<file path="src/rtl/esc_diff_receiver.sv">
// Receiver end of the differential escalation channel: decodes esc_p/esc_n, answers pings and
// escalations with the response pattern, flags integrity faults. Option: ESC_DIFF_RECEIVER_SYNC_EN.
module esc_diff_receiver #(
    parameter int CntW = 16
) (
    input  logic            clk_i,
    input  logic            rst_i,
    input  logic            esc_p_i,
    input  logic            esc_n_i,
    output logic            resp_p_o,
    output logic            resp_n_o,
    output logic            esc_en_o,
    output logic            sig_int_err_o,
    output logic [CntW-1:0] ping_cnt_o,
    output logic [CntW-1:0] esc_cnt_o
);

    typedef enum logic [2:0] {
        IDLE,
        CHECK,
        PING_RESP,
        ESC_RESP,
        SIGINT
    } state_e;

    logic esc_p;
    logic esc_n;

`ifdef ESC_DIFF_RECEIVER_SYNC_EN
    logic [1:0] sync_p;
    logic [1:0] sync_n;

    // Synchronizer resets to the idle level so a reset never looks like a request.
    always_ff @(posedge clk_i) begin
        if (rst_i) begin
            sync_p <= 2'b00;
            sync_n <= 2'b11;
        end else begin
            sync_p <= {sync_p[0], esc_p_i};
            sync_n <= {sync_n[0], esc_n_i};
        end
    end

    assign esc_p = sync_p[1];
    assign esc_n = sync_n[1];
`else
    assign esc_p = esc_p_i;
    assign esc_n = esc_n_i;
`endif

    logic esc_lvl;
    logic idle_lvl;
    logic sigint;

    assign esc_lvl  = esc_p & ~esc_n;
    assign idle_lvl = ~esc_p & esc_n;
    assign sigint   = (esc_p == esc_n);

    state_e          state_q;
    state_e          state_d;
    logic            phase_q;
    logic [CntW-1:0] ping_cnt_q;
    logic [CntW-1:0] esc_cnt_q;

    // NOTE: every variable gets a default before the case so no path leaves it unassigned,
    // which would otherwise infer a latch.
    always_comb begin
        state_d = state_q;
        unique case (state_q)
            IDLE: begin
                if (sigint)       state_d = SIGINT;
                else if (esc_lvl) state_d = CHECK;
            end
            CHECK: begin
                if (sigint)       state_d = SIGINT;
                else if (esc_lvl) state_d = ESC_RESP;
                else              state_d = PING_RESP;
            end
            PING_RESP: begin
                if (sigint)       state_d = SIGINT;
                else if (esc_lvl) state_d = CHECK;
                else              state_d = IDLE;
            end
            ESC_RESP: begin
                if (sigint)        state_d = SIGINT;
                else if (idle_lvl) state_d = IDLE;
            end
            SIGINT: begin
                if (!sigint)      state_d = IDLE;
            end
            default:              state_d = IDLE;
        endcase
    end

    // NOTE: sequential state uses non-blocking assignments so every flop samples pre-edge values.
    always_ff @(posedge clk_i) begin
        if (rst_i) begin
            state_q    <= IDLE;
            phase_q    <= 1'b0;
            ping_cnt_q <= '0;
            esc_cnt_q  <= '0;
        end else begin
            state_q <= state_d;
            // Phase restarts on every state change so both toggling patterns begin on a known value.
            phase_q <= (state_d != state_q) ? 1'b0 : ~phase_q;

            if (state_q == CHECK && state_d == PING_RESP) begin
                ping_cnt_q <= ping_cnt_q + CntW'(1);
            end

            if (state_q == CHECK && state_d == ESC_RESP) begin
                esc_cnt_q <= '0;
            end else if (state_q == ESC_RESP && esc_cnt_q != '1) begin
                esc_cnt_q <= esc_cnt_q + CntW'(1);
            end
        end
    end

    always_comb begin
        resp_p_o      = 1'b0;
        resp_n_o      = 1'b1;
        esc_en_o      = 1'b0;
        sig_int_err_o = 1'b0;
        unique case (state_q)
            CHECK: begin
                resp_p_o = 1'b1;
                resp_n_o = 1'b0;
            end
            ESC_RESP: begin
                esc_en_o = 1'b1;
                resp_p_o = phase_q;
                resp_n_o = ~phase_q;
            end
            SIGINT: begin
                // A fault is treated as escalation; equal response levels echo the fault back.
                esc_en_o      = 1'b1;
                sig_int_err_o = 1'b1;
                resp_p_o      = ~phase_q;
                resp_n_o      = ~phase_q;
            end
            default: ;
        endcase
    end

    assign ping_cnt_o = ping_cnt_q;
    assign esc_cnt_o  = esc_cnt_q;

endmodule

</file>
<file path="config.mk">
export PLATFORM = sky130hd
export DESIGN_NAME = esc_diff_receiver
export DESIGN_NICKNAME = d
export VERILOG_FILES = /design/src/rtl/esc_diff_receiver.sv
export SDC_FILE = /design/constraint.sdc
export NUM_CORES = 1
export LEC_CHECK = 0
export ABC_CLOCK_PERIOD_IN_PS = 3950
export CAP_MARGIN = 40
export CORE_MARGIN = 2
export CORE_UTILIZATION = 50
export CTS_CLUSTER_DIAMETER = 150
export CTS_CLUSTER_SIZE = 30
export DETAILED_ROUTE_END_ITERATION = 10
export DONT_BUFFER_PORTS = 1
export REMOVE_ABC_BUFFERS = 1
export SYNTH_ARGS = -nofsm -noshare
export SYNTH_HDL_FRONTEND = slang
export SYNTH_SLANG_ARGS = --single-unit
</file>
<file path="constraint.sdc">
create_clock -name clk_i -period 3.95 [get_ports clk_i]
set_input_delay 0.395 -clock clk_i [delete_from_list [all_inputs] [get_ports clk_i]]
set_output_delay 0.395 -clock clk_i [all_outputs]
set_load 0.01 [all_outputs]
</file>
== After elaboration in Yosys (flattened, before gate mapping) ==
Cells that the tools add are included.

* Bits in registers: 36
* Output and inout bits: 36
* Logic and storage cells: 41

* $add $sub $neg: 2
* Eq/ne operators: 9
* Mux-type cells: 14
* Bitwise operators: 5
* Reduce and logical (&&, ||, !) cells: 7

{| class="wikitable"
|+ Operators by type and width
! operator !! count
|-
| adder 16 x 1 -> 16 bit (second input constant) || 2
|-
| 2-to-1 mux 3 bit || 7
|-
| != test 16 bit (second input constant) || 1
|-
| one-hot mux 3 bit (5 select lines) || 1
|-
| == test 3 x 2 -> 1 bit (second input constant) || 4
|-
| OR reduction 2 bit || 3
|-
| 2-to-1 mux 1 bit || 4
|-
| == test 3 x 1 -> 1 bit (second input constant) || 1
|-
| == test 3 bit (second input constant) || 1
|-
| logical AND 1 bit || 3
|-
| logical NOT 3 bit || 1
|-
| != test 3 bit || 1
|-
| inverter 1 bit || 3
|-
| one-hot mux 1 bit (3 select lines) || 1
|-
| bitwise AND 1 bit || 2
|-
| one-hot mux 1 bit (2 select lines) || 1
|-
| == test 1 bit || 1
|}

== Depth between registers and ports, before layout ==
Gate-level depths: netlist of run 1.

* Depth after elaboration: 8
* Mapped depth: 7

== Worst setup path before layout of run 1 ==
OpenSTA, ideal clock, no wires.

* Path kind: in2reg
* Start: input esc_p_i
* End: register ping_cnt_q[14], in the netlist ping_cnt_o[14]
* Data arrival time: 2.374 ns
* Data required time: 3.880 ns
* Path slack: 1.506 ns
* Stages on the path: 7
* Path buffers: 1
* Path through: inv_1 ha_1 or4b_1 buf_2 or4b_4 or3_1 a21oi_1

* Word-level cells in the longest chain between the ends: 7

{| class="wikitable"
|+ Ends and longest elaborated chain
! element !! RTL line !! source
|-
| start: declaration || 8 || <nowiki>input logic esc_p_i,</nowiki>
|-
| inverter 1 bit || 56 || <nowiki>assign idle_lvl = ~esc_p & esc_n;</nowiki>
|-
| bitwise AND 1 bit || 56 ||
|-
| 2-to-1 mux 3 bit || 86 || <nowiki>else if (idle_lvl) state_d = IDLE;</nowiki>
|-
| 2-to-1 mux 3 bit || 85 || <nowiki>if (sigint) state_d = SIGINT;</nowiki>
|-
| one-hot mux 3 bit (5 select lines) (*) || 69 || <nowiki>unique case (state_q)</nowiki>
|-
| == test 3 x 2 -> 1 bit (*) || 107 || <nowiki>if (state_q == CHECK && state_d == PING_RESP) begin</nowiki>
|-
| logical AND 1 bit (*) || 107 ||
|-
| end signal: assignment || 108 || <nowiki>ping_cnt_q <= ping_cnt_q + CntW'(1);</nowiki>
|-
| end: declaration || 62 || <nowiki>logic [CntW-1:0] ping_cnt_q;</nowiki>
|}

Mark *: on every way between the ends. The rest lies on a longest branch, timed or not.
A chain may end at the register's enable or synchronous reset.

== Worst setup path after layout of run 1 ==
* Start: register state_q[0]
* End: register ping_cnt_q[10], in the netlist ping_cnt_o[10]

* Word-level cells in the longest chain between the ends: 5

{| class="wikitable"
|+ Ends and longest elaborated chain
! element !! RTL line !! source
|-
| start: declaration || 59 || <nowiki>state_e state_q;</nowiki>
|-
| start signal: assignment || 103 || <nowiki>state_q <= state_d;</nowiki>
|-
| 2-to-1 mux 3 bit, on equally long branches || 86, 72 ||
|-
| 2-to-1 mux 3 bit, on equally long branches || 85, 71 ||
|-
| one-hot mux 3 bit (5 select lines) || 69 ||
|-
| == test 3 x 2 -> 1 bit || 107 ||
|-
| logical AND 1 bit (*) || 107 ||
|}

Marked as above.

==> out/results.txt, run 1 <==
Switching Share = 0.2063
H-tree depth = 2
Initial antenna violation count = 0
Fin area = 2022 sq um
First-pass GRT wire length = 6762 microns
GRT Util Overall = 0.2037
Leak = 0.6809 nW
Main synth FF type = dfxtp_1
Async set-reset flop share out of synthesis = 0
Post-synthesis sequential area ratio = 0.3871
RSZ-0062 raised after global routing = false
Core area = 3633 sq um
Post-CTS Resized = 0
Die Wd = 65.02 microns
DRC viols = 0
Remaining antenna violation count = 0
Least-Margin Pin Slew = 0.7338 ns
Vias/cell = 6.133
Ranking of synthesized cells by area = dfxtp_1, a21oi_1, o21ai_0
Final period util = 0.5969
Routed Wire Length = 3970 microns
Ys Warns = 0
Num ports = 40
Postcts setup bufs = 0
Layout area overhead = 8.602%
Pwr/cell area = 372.9 nW/um^2
Worst-Skew Late Latency = 0.29 ns
Slew HR = 0.5039
Num Clock Sinks = 36
Root Buffer = clkbuf_8
Comb pwr share = 0.036
Routability cong. = 0.8305
Commonest cells in the netlist = dfxtp_1, a21oi_1, nor2_1, nand2_1, o21ai_0
Largest net degree at the start of global routing = 26
Post-layout nets = 231
Register share of total power = 0.491
Total CTS buffers = 5
Initial DRC count = 78
Synthesis-stage register bit count = 36
Total negative setup slack = 0 ns
Clock buffer depth = 2
DR pass1 iterations = 5
Vias in the first global route = 1555
Filler cells = 362
Clock slew seen by the registers of the worst setup and hold paths = 0.07 ns
CP Capture Type = flop
EDFF count, synth = 0
Diode count = 0
Largest area contributor in the netlist = dfxtp_1
Final hold violation count = 0
Fin crit period = 2.358 ns
Via count = 1662
MaxCap Viol Count = 0
Syn Std Cell Area = 1862 sq um
Overall Power = 754.0 uW
Critical path fanouts, max = 13
WL per Instance = 14.65 microns
Layout cells sized above 1 = 0.07175
Crit path required time = 4.17 ns
FMAX = 0.4241 GHz
DIE AREA = 4228 sq um
Status = complete, no violations
Fin util = 0.5565
Most frequent cell after synthesis = dfxtp_1
Site Rows = 22
Switching Power = 155.5 uW
Remaining Overflow, GRT = 0
Clock share of power = 0.473
Buffers on Ports = 0
Crit path arrival time = 2.58 ns
Initial core utilization = 0.5124
Startpoint types = flop
Worst VDD drop = 261.5 uV
Clock skew = 0.004945 ns
Post-DP HPWL = 2922 microns
Pins over their slew limit = 0
DP Area = 1896 sq um
Power Internal = 598.5 uW
Setup Viol. Count Final = 0
Avg Synthesized Cell Area = 8.386 sq um
Internal reg-to-reg setup slack = 1.59 ns
Cts hold-fix bufs = 0
Distinct cell type count after synthesis = 45
Synth top area share = 0.3871
HP Class = in2reg
Type of the worst setup path = reg2reg
CTS tree = yes
Synthesized instance count = 222
Die height = 65.02 microns
## routing by layer
metal  vias up  track usage  routed length (microns)
met5         -            0                        0
met4         0      0.06250                       55
met3         6      0.08681                      314
met2        47       0.3621                     1968
met1       784       0.2182                     1632
li1        825            -                        -
## cell type report
class                   instances  area (sq um)  area share
inverters                       6         22.52     0.01114
multi-input cells             172          1087      0.5377
flip-flops and latches         36         720.7      0.3564
clock inverters                 1         30.03     0.01485
clock buffers                   7         96.34     0.04765
well taps                      48         60.06     0.02970
repair buffers                  1         5.005    0.002475
## cell usage in the layout (no fill, tap or decap), drive strengths merged, types with 6 or more instances in the layout
master  Yosys  layout
a21oi      20      20
inv         6       6
clkbuf      6       7
o31ai       6       6
nand3      13      13
o21ai      14      14
nand2      14      14
dfxtp      36      36
or3        11      11
nor2       18      18
nand4       7       7
## metrics by stage
stage	setup WS [ns]	std cells	hold slack, ns
2_1_floorplan	1.478	214	0.4641
3_3_place_gp	1.399	262	0.4671
3_5_place_dp	1.303	263	0.4699
4_1_cts	1.580	271	0.1544
5_1_grt	1.464	271	0.1510
6_report	1.592	271	0.1680
## logic make-up after synthesis
| family | Yosys count | share of synthesized area |
|---|---|---|
| flip-flops | 36 | 0.3871 |
| XOR/XNOR | 8 | 0.03764 |
| multiplexers | 5 | 0.02890 |
| AND/OR/NAND/NOR | 101 | 0.3112 |
| AO/OA/AOI/OAI | 53 | 0.1727 |
| adder cells (fa/ha/maj) | 5 | 0.03360 |
| buffers and inverters | 14 | 0.02889 |
## worst paths after layout
check,startpoint,end,cells after the start
worst max-delay path,state_q[0],ping_cnt_o[10],4
worst min-delay path,rst_i,ping_cnt_o[6],1
worst max register to register,state_q[0],ping_cnt_o[10],4
worst min register to register,esc_cnt_o[15],esc_cnt_o[15],2
## sequential cells by signal, summed over array words and instances, names as in the netlist
register and count:
esc_cnt_o 16, ping_cnt_o 16, state_q 3, phase_q 1
## critical path, cell delays in order (launching register included)
cell and delay [ns]:
dfxtp_1 0.53, or4b_1 0.65, or4b_4 0.62, or3_1 0.33, a21oi_1 0.15
## power groups by stage
stage | combinational, mW | clock, mW | sequential, mW
floorplan | 0.0222 | 0 | 0.377
global placement | 0.0262 | 0 | 0.378
detailed placement | 0.0273 | 0 | 0.379
CTS | 0.0275 | 0.365 | 0.370
global route | 0.0309 | 0.378 | 0.371
finish | 0.0272 | 0.356 | 0.370
No activity file was read; power rests on OpenSTA's default activity.
==> inputs of run 2 (changes only) <==
ABC_CLOCK_PERIOD_IN_PS = 2100   (was 3950)
PLACE_DENSITY = 0.68   (was not set)
clock period = 2.1 ns   (was 3.95 ns; I/O delays follow)
==> run 2 against run 1 <==
Effect of this change:
- sequential share of layout area shrank 1.1 points
- total power increased by 69%
- design area increased by 3.2%
- wire length rose by 7.9%
- highest routed layer unchanged
==> out/results.txt, run 2 (synthesis gave the netlist of run 1 again) <==
Num Clock Sinks = 36 (unchanged)
Diode count = 0 (unchanged)
Layout area overhead = 12.10%
Critical path fanouts, max = 6 (-7)
MaxCap Viol Count = 0 (unchanged)
Site Rows = 22 (unchanged)
Register share of total power = 0.543 (+0.052)
Power Internal = 977.6 uW (+63%)
Worst r2r src = state_q[2]
Num ports = 40 (unchanged)
Pins over their slew limit = 0 (unchanged)
H-tree depth = 2 (unchanged)
Initial core utilization = 0.5124 (unchanged)
Slowest stage delay, CP = 0.58 ns (-0.07 ns)
First-pass GRT wire length = 7210 microns (+6.6%)
Cell mode on critical path = or4b_4
Postcts setup bufs = 0 (unchanged)
Vias in the first global route = 1618 (+4.1%)
Switching Share = 0.2328 (+0.02650)
Slew HR = 0.6577 (+0.1538)
DIE AREA = 4228 sq um (unchanged)
Initial DRC count = 81 (+3.8%)
Clock skew = 0.009124 ns (+0.004179 ns)
Pwr/cell area = 610.5 nW/um^2 (+64%)
Fin crit period = 2.006 ns (-0.3522 ns)
Non-Filler Instances = 283 (+4.4%)
Routed Wire Length = 4284 microns (+7.9%)
Placed Cells = 274 (+4.2%)
DRC viols = 0 (unchanged)
Crit path required time = 2.32 ns (-1.85 ns)
Clock buffer depth = 2 (unchanged)
Via count = 1728 (+4.0%)
Die height = 65.02 microns (unchanged)
Commonest non-fill, non-tap cell in the layout = dfxtp_1
HP Class = in2reg
Buffers on Ports = 0 (unchanged)
RSZ-0062 raised after global routing = false
Post-layout nets = 243 (+5.2%)
Switching Power = 296.6 uW (+91%)
Most frequent cells in the layout = dfxtp_1, a21oi_1, nor2_1
Worst VDD drop = 431.3 uV (+65%)
CP Capture Type = flop
Least-Margin Pin Slew = 0.5117 ns (-0.2221 ns)
Crit path buf inv count = 0 (unchanged)
Post-DP HPWL = 3063 microns (+4.8%)
Type of the worst setup path = reg2reg
FMAX = 0.4986 GHz (+18%)
Largest net degree at the start of global routing = 15 (-42%)
Root Buffer = clkbuf_8
Die Wd = 65.02 microns (unchanged)
Core area = 3633 sq um (unchanged)
Status = complete, no violations
Crit path from = state_q[2]
CP top delay family = simple AND/OR/NAND/NOR gates
GRT Util Overall = 0.2181 (+0.01434)
Vias/cell = 6.106 (-0.44%)
Layout cells sized above 1 = 0.1191 (+0.04740)
Remaining Overflow, GRT = 0 (unchanged)
Routability cong. = 0.8163 (-1.7%)
Fin util = 0.5744 (+0.01791)
Comb pwr share = 0.056 (+0.020)
Leak = 0.7296 nW (+7.1%)
CP cell instances = or4b_4, or4b_4, or3_1, a21oi_1
Setup Viol. Count Final = 0 (unchanged)
Initial antenna violation count = 0 (unchanged)
Clock slew seen by the registers of the worst setup and hold paths = 0.08 ns (about the same)
WL per Instance = 15.14 microns (+3.3%)
Hold Startpoint = rst_i
Startpoint types = flop
Final hold violation count = 0 (unchanged)
DR pass1 iterations = 4 (-1)
Clock share of power = 0.402 (-0.071)
Worst-Skew Late Latency = 0.29 ns (about the same)
Crit path arrival time = 2.23 ns (-0.35 ns)
Final period util = 0.9550 (+0.3581)
Total CTS buffers = 5 (unchanged)
CTS tree = yes
Crit-path slowest cell = or4b_4
Remaining antenna violation count = 0 (unchanged)
Overall Power = 1.274 mW (+69%)
Total negative setup slack = 0 ns (unchanged)
-- run 2: changes by cell type in the layout (fill, tap and decap cells not counted), sizes merged --
cell	delta
buf	+11
clkinv	+2
bufinv	-1
clkbuf	-1
dlygate4sd3	+1
-- run 2: power by group through the flow --
stage	Combinational, mW	Clock (mW)	Sequential [mW]
floorplan	0.0418	0	0.710
finish	0.0708	0.512	0.692
global placement	0.0625	0	0.707
detailed placement	0.0653	0	0.707
global route	0.0805	0.559	0.692
CTS	0.0709	0.530	0.691
-- run 2: worst paths after layout --
check / end / slack, ns / cells past startpoint
max: ping_cnt_o[10] / 0.09 / 4
min: state_q[1] / 0.02 / 1
max reg2reg: ping_cnt_o[10] / 0.09 / 4
min reg2reg: esc_cnt_o[15] / 0.57 / 2
-- run 2: timing repair --
item	CTS	global route
endpoints found under the setup margin	0	3
hold buffers	1	0
hold endpoints to repair	14	0
gates resized for setup	0	1
-- run 2: final cells by class --
type,instances,area (sq um)
fill,344,1546
multi-input combinational,172,1091
sequential,36,720.7
timing repair buffer,13,100.1
clock buffer,6,82.58
tap,48,60.06
inverter,6,22.52
clock inverter,2,10.01
-- run 2: per-stage QoR --
step / hold WS [ns] / instance area, sq um / setup WS (ns)
after floorplan: 0.2791 / 1831 / -0.1873
after global placement: 0.2818 / 1981 / -0.05734
after detailed placement: 0.2849 / 1981 / -0.1462
after CTS: 0.005424 / 2083 / 0.03527
after global routing: 0.009411 / 2087 / 0.02375
final: 0.01671 / 2087 / 0.09444
-- run 2: layer usage --
layer / global-route usage / vias up / wire length [microns]
met1: 0.2443 / 819 / 1723
met3: 0.09375 / 5 / 360
li1: - / 852 / -
met4: 0.06510 / 0 / 46
met2: 0.3750 / 52 / 2153
met5: 0 / - / 0
==> inputs of run 3 (changes only) <==
CORE_ASPECT_RATIO = 0.6   (was not set)
PLACE_DENSITY = not set   (was 0.68)
PLACE_DENSITY_LB_ADDON = 0.05   (was not set)
==> run 3 against run 2 <==
Effect of this change:
- wire length increased by 4.0%
- non-clock buffer count is 4 higher
- largest cell class unchanged
- sequential share of layout area fell by 0.49 points
- worst hold slack worse by 0.0017 ns
- largest power group unchanged
- clock-buffer cell count increased by 2
- clock skew fell by 0.0053 ns
- first-iteration DRC count shrank 8.6%
==> out/results.txt, run 3 (synthesis gave the netlist of run 1 again) <==
Status = complete, no violations
Largest net degree at the start of global routing = 15 (unchanged)
Switching Share = 0.2291 (-0.003651)
Layout area overhead = 13.71%
Type of the worst setup path = reg2reg
Vias in the first global route = 1524 (-5.8%)
DIE AREA = 4243 sq um (+0.38%)
RSZ-0062 raised after global routing = false
Initial antenna violation count = 0 (unchanged)
Final hold violation count = 0 (unchanged)
Fin area = 2117 sq um (+1.4%)
Leak = 0.7446 nW (+2.1%)
HP Class = in2reg
Buffers on Ports = 0 (unchanged)
Site Rows = 17 (-23%)
Routability cong. = 0.7920 (-3.0%)
Switching Power = 292.5 uW (-1.4%)
Die height = 51.27 microns (-21%)
Remaining Overflow, GRT = 0 (unchanged)
Final setup margin = 0.08752 ns (-0.006916 ns)
Worst-Skew Late Latency = 0.29 ns (about the same)
H-tree depth = 2 (unchanged)
Num Clock Sinks = 36 (unchanged)
Post-layout nets = 247 (+1.6%)
Post-DP HPWL = 3287 microns (+7.3%)
Clock buffer depth = 2 (unchanged)
Overall Power = 1.277 mW (+0.20%)
GRT Util Overall = 0.2258 (+0.007767)
Pins over their slew limit = 0 (unchanged)
Crit path arrival time = 2.23 ns (about the same)
Remaining antenna violation count = 0 (unchanged)
Num ports = 40 (unchanged)
Clock skew = 0.003785 ns (-0.005340 ns)
Pre-CTS setup slack = -0.1649 ns (-0.01861 ns)
CTS tree = yes
Layout cells sized above 1 = 0.1297 (+0.01056)
Diode count = 0 (unchanged)
Clock share of power = 0.400 (-0.002)
Core area = 3616 sq um (-0.48%)
CP Capture Type = flop
Routed Wire Length = 4456 microns (+4.0%)
Pwr/cell area = 603.1 nW/um^2 (-1.2%)
DP Area = 2009 sq um (+1.5%)
Via count = 1723 (-0.29%)
Worst VDD drop = 300.2 uV (-30%)
Crit path required time = 2.32 ns (about the same)
Final period util = 0.9583 (+0.003293)
Register share of total power = 0.542 (about the same)
Startpoint types = flop
DRC viols = 0 (unchanged)
Reg2reg path depth = 4 (unchanged)
Fin crit period = 2.012 ns (+0.006916 ns)
Non-Filler Instances = 286 (+1.1%)
Initial DRC count = 74 (-8.6%)
Commonest non-fill, non-tap cell in the layout = dfxtp_1
Critical path fanouts, max = 6 (unchanged)
Worst r2r src = state_q[2]
First-pass GRT wire length = 7155 microns (-0.76%)
MaxCap Viol Count = 0 (unchanged)
Hold Path End = state_q[1]
Initial core utilization = 0.5149 (+0.002482)
Die Wd = 82.78 microns (+27%)
Root Buffer = clkbuf_8
Clock slew seen by the registers of the worst setup and hold paths = 0.07 ns (about the same)
Power Internal = 984.2 uW (+0.68%)
WL per Instance = 15.58 microns (+2.9%)
Fin util = 0.5855 (+0.01109)
Comb pwr share = 0.058 (+0.002)
Placed Cells = 277 (+1.1%)
Internal reg-to-reg setup slack = 0.09 ns (about the same)
Worst Hold Path Cells = 1 (unchanged)
Total CTS buffers = 5 (unchanged)
FMAX = 0.4969 GHz (-0.34%)
Hold Startpoint = rst_i
Setup Viol. Count Final = 0 (unchanged)
DR pass1 iterations = 4 (unchanged)
Vias/cell = 6.024 (-1.3%)
RR Endpoint = ping_cnt_o[12]
Most frequent cells in the layout = dfxtp_1, a21oi_1, nor2_1
Least-Margin Pin Slew = 0.5446 ns (+0.03290 ns)
Slew HR = 0.6357 (-0.02201)
## run 3: cell count changes in the layout (fill, tap and decap cells not counted), sizes merged
cell	previous run	this run
buf	12	16
clkbuf	6	8
clkinv	2	0
## run 3: critical path, stage by stage, from the launching register on
cell	delay [ns]
dfxtp_1	0.32
or4b_4	0.56
or4b_4	0.58
or3_1	0.34
a21oi_2	0.15
## run 3: power groups by stage
stage | logic (mW) | clock network, mW | registers [mW]
2_1_floorplan | 0.0418 | 0 | 0.710
3_3_place_gp | 0.0643 | 0 | 0.707
3_5_place_dp | 0.0680 | 0 | 0.707
4_1_cts | 0.0735 | 0.518 | 0.691
5_1_grt | 0.0835 | 0.543 | 0.692
6_report | 0.0746 | 0.510 | 0.692
## run 3: routing by layer
layer	vias to the layer above	GRT usage	routed length (microns)
met4	0	0.06557	56
met2	44	0.3145	1837
met3	7	0.07067	328
li1	859	-	-
met5	-	0	0
met1	813	0.3301	2233
## run 3: what timing repair did
item | 4_1_cts | 5_1_grt
endpoints found under the setup margin | 0 | 2
setup buffers | 0 | 0
gates resized for setup | 0 | 2
hold endpoints to repair | 14 | 0
hold buffers | 1 | 0
## run 3: through the flow
step           hold slack (ns)  TNS [ns]
3_5_place_dp            0.2861   -0.6257
6_report               0.01506         0
5_1_grt                0.02077         0
3_3_place_gp            0.2828   -0.4080
4_1_cts               0.006814         0
2_1_floorplan           0.2791   -0.8044
## run 3: area by class of cell
type | count | area, sq um
fillers | 333 | 1499
multi-input cells | 172 | 1095
flip-flops and latches | 36 | 720.7
repair buffers | 17 | 130.1
clock buffers | 8 | 90.09
well taps | 47 | 58.81
inverters | 6 | 22.52
## run 3: how the worst max path moves through the flow
stage	slack (ns)	to	start	cells past startpoint
floorplan	-0.19	ping_cnt_o[14]	esc_p_i	6
global placement	-0.09	ping_cnt_o[10]	esc_p_i	6
detailed placement	-0.16	ping_cnt_o[12]	esc_p_i	6
CTS	0.02	ping_cnt_o[12]	state_q[2]	4
global route	0.02	ping_cnt_o[12]	state_q[2]	4
finish	0.09	ping_cnt_o[12]	state_q[2]	4
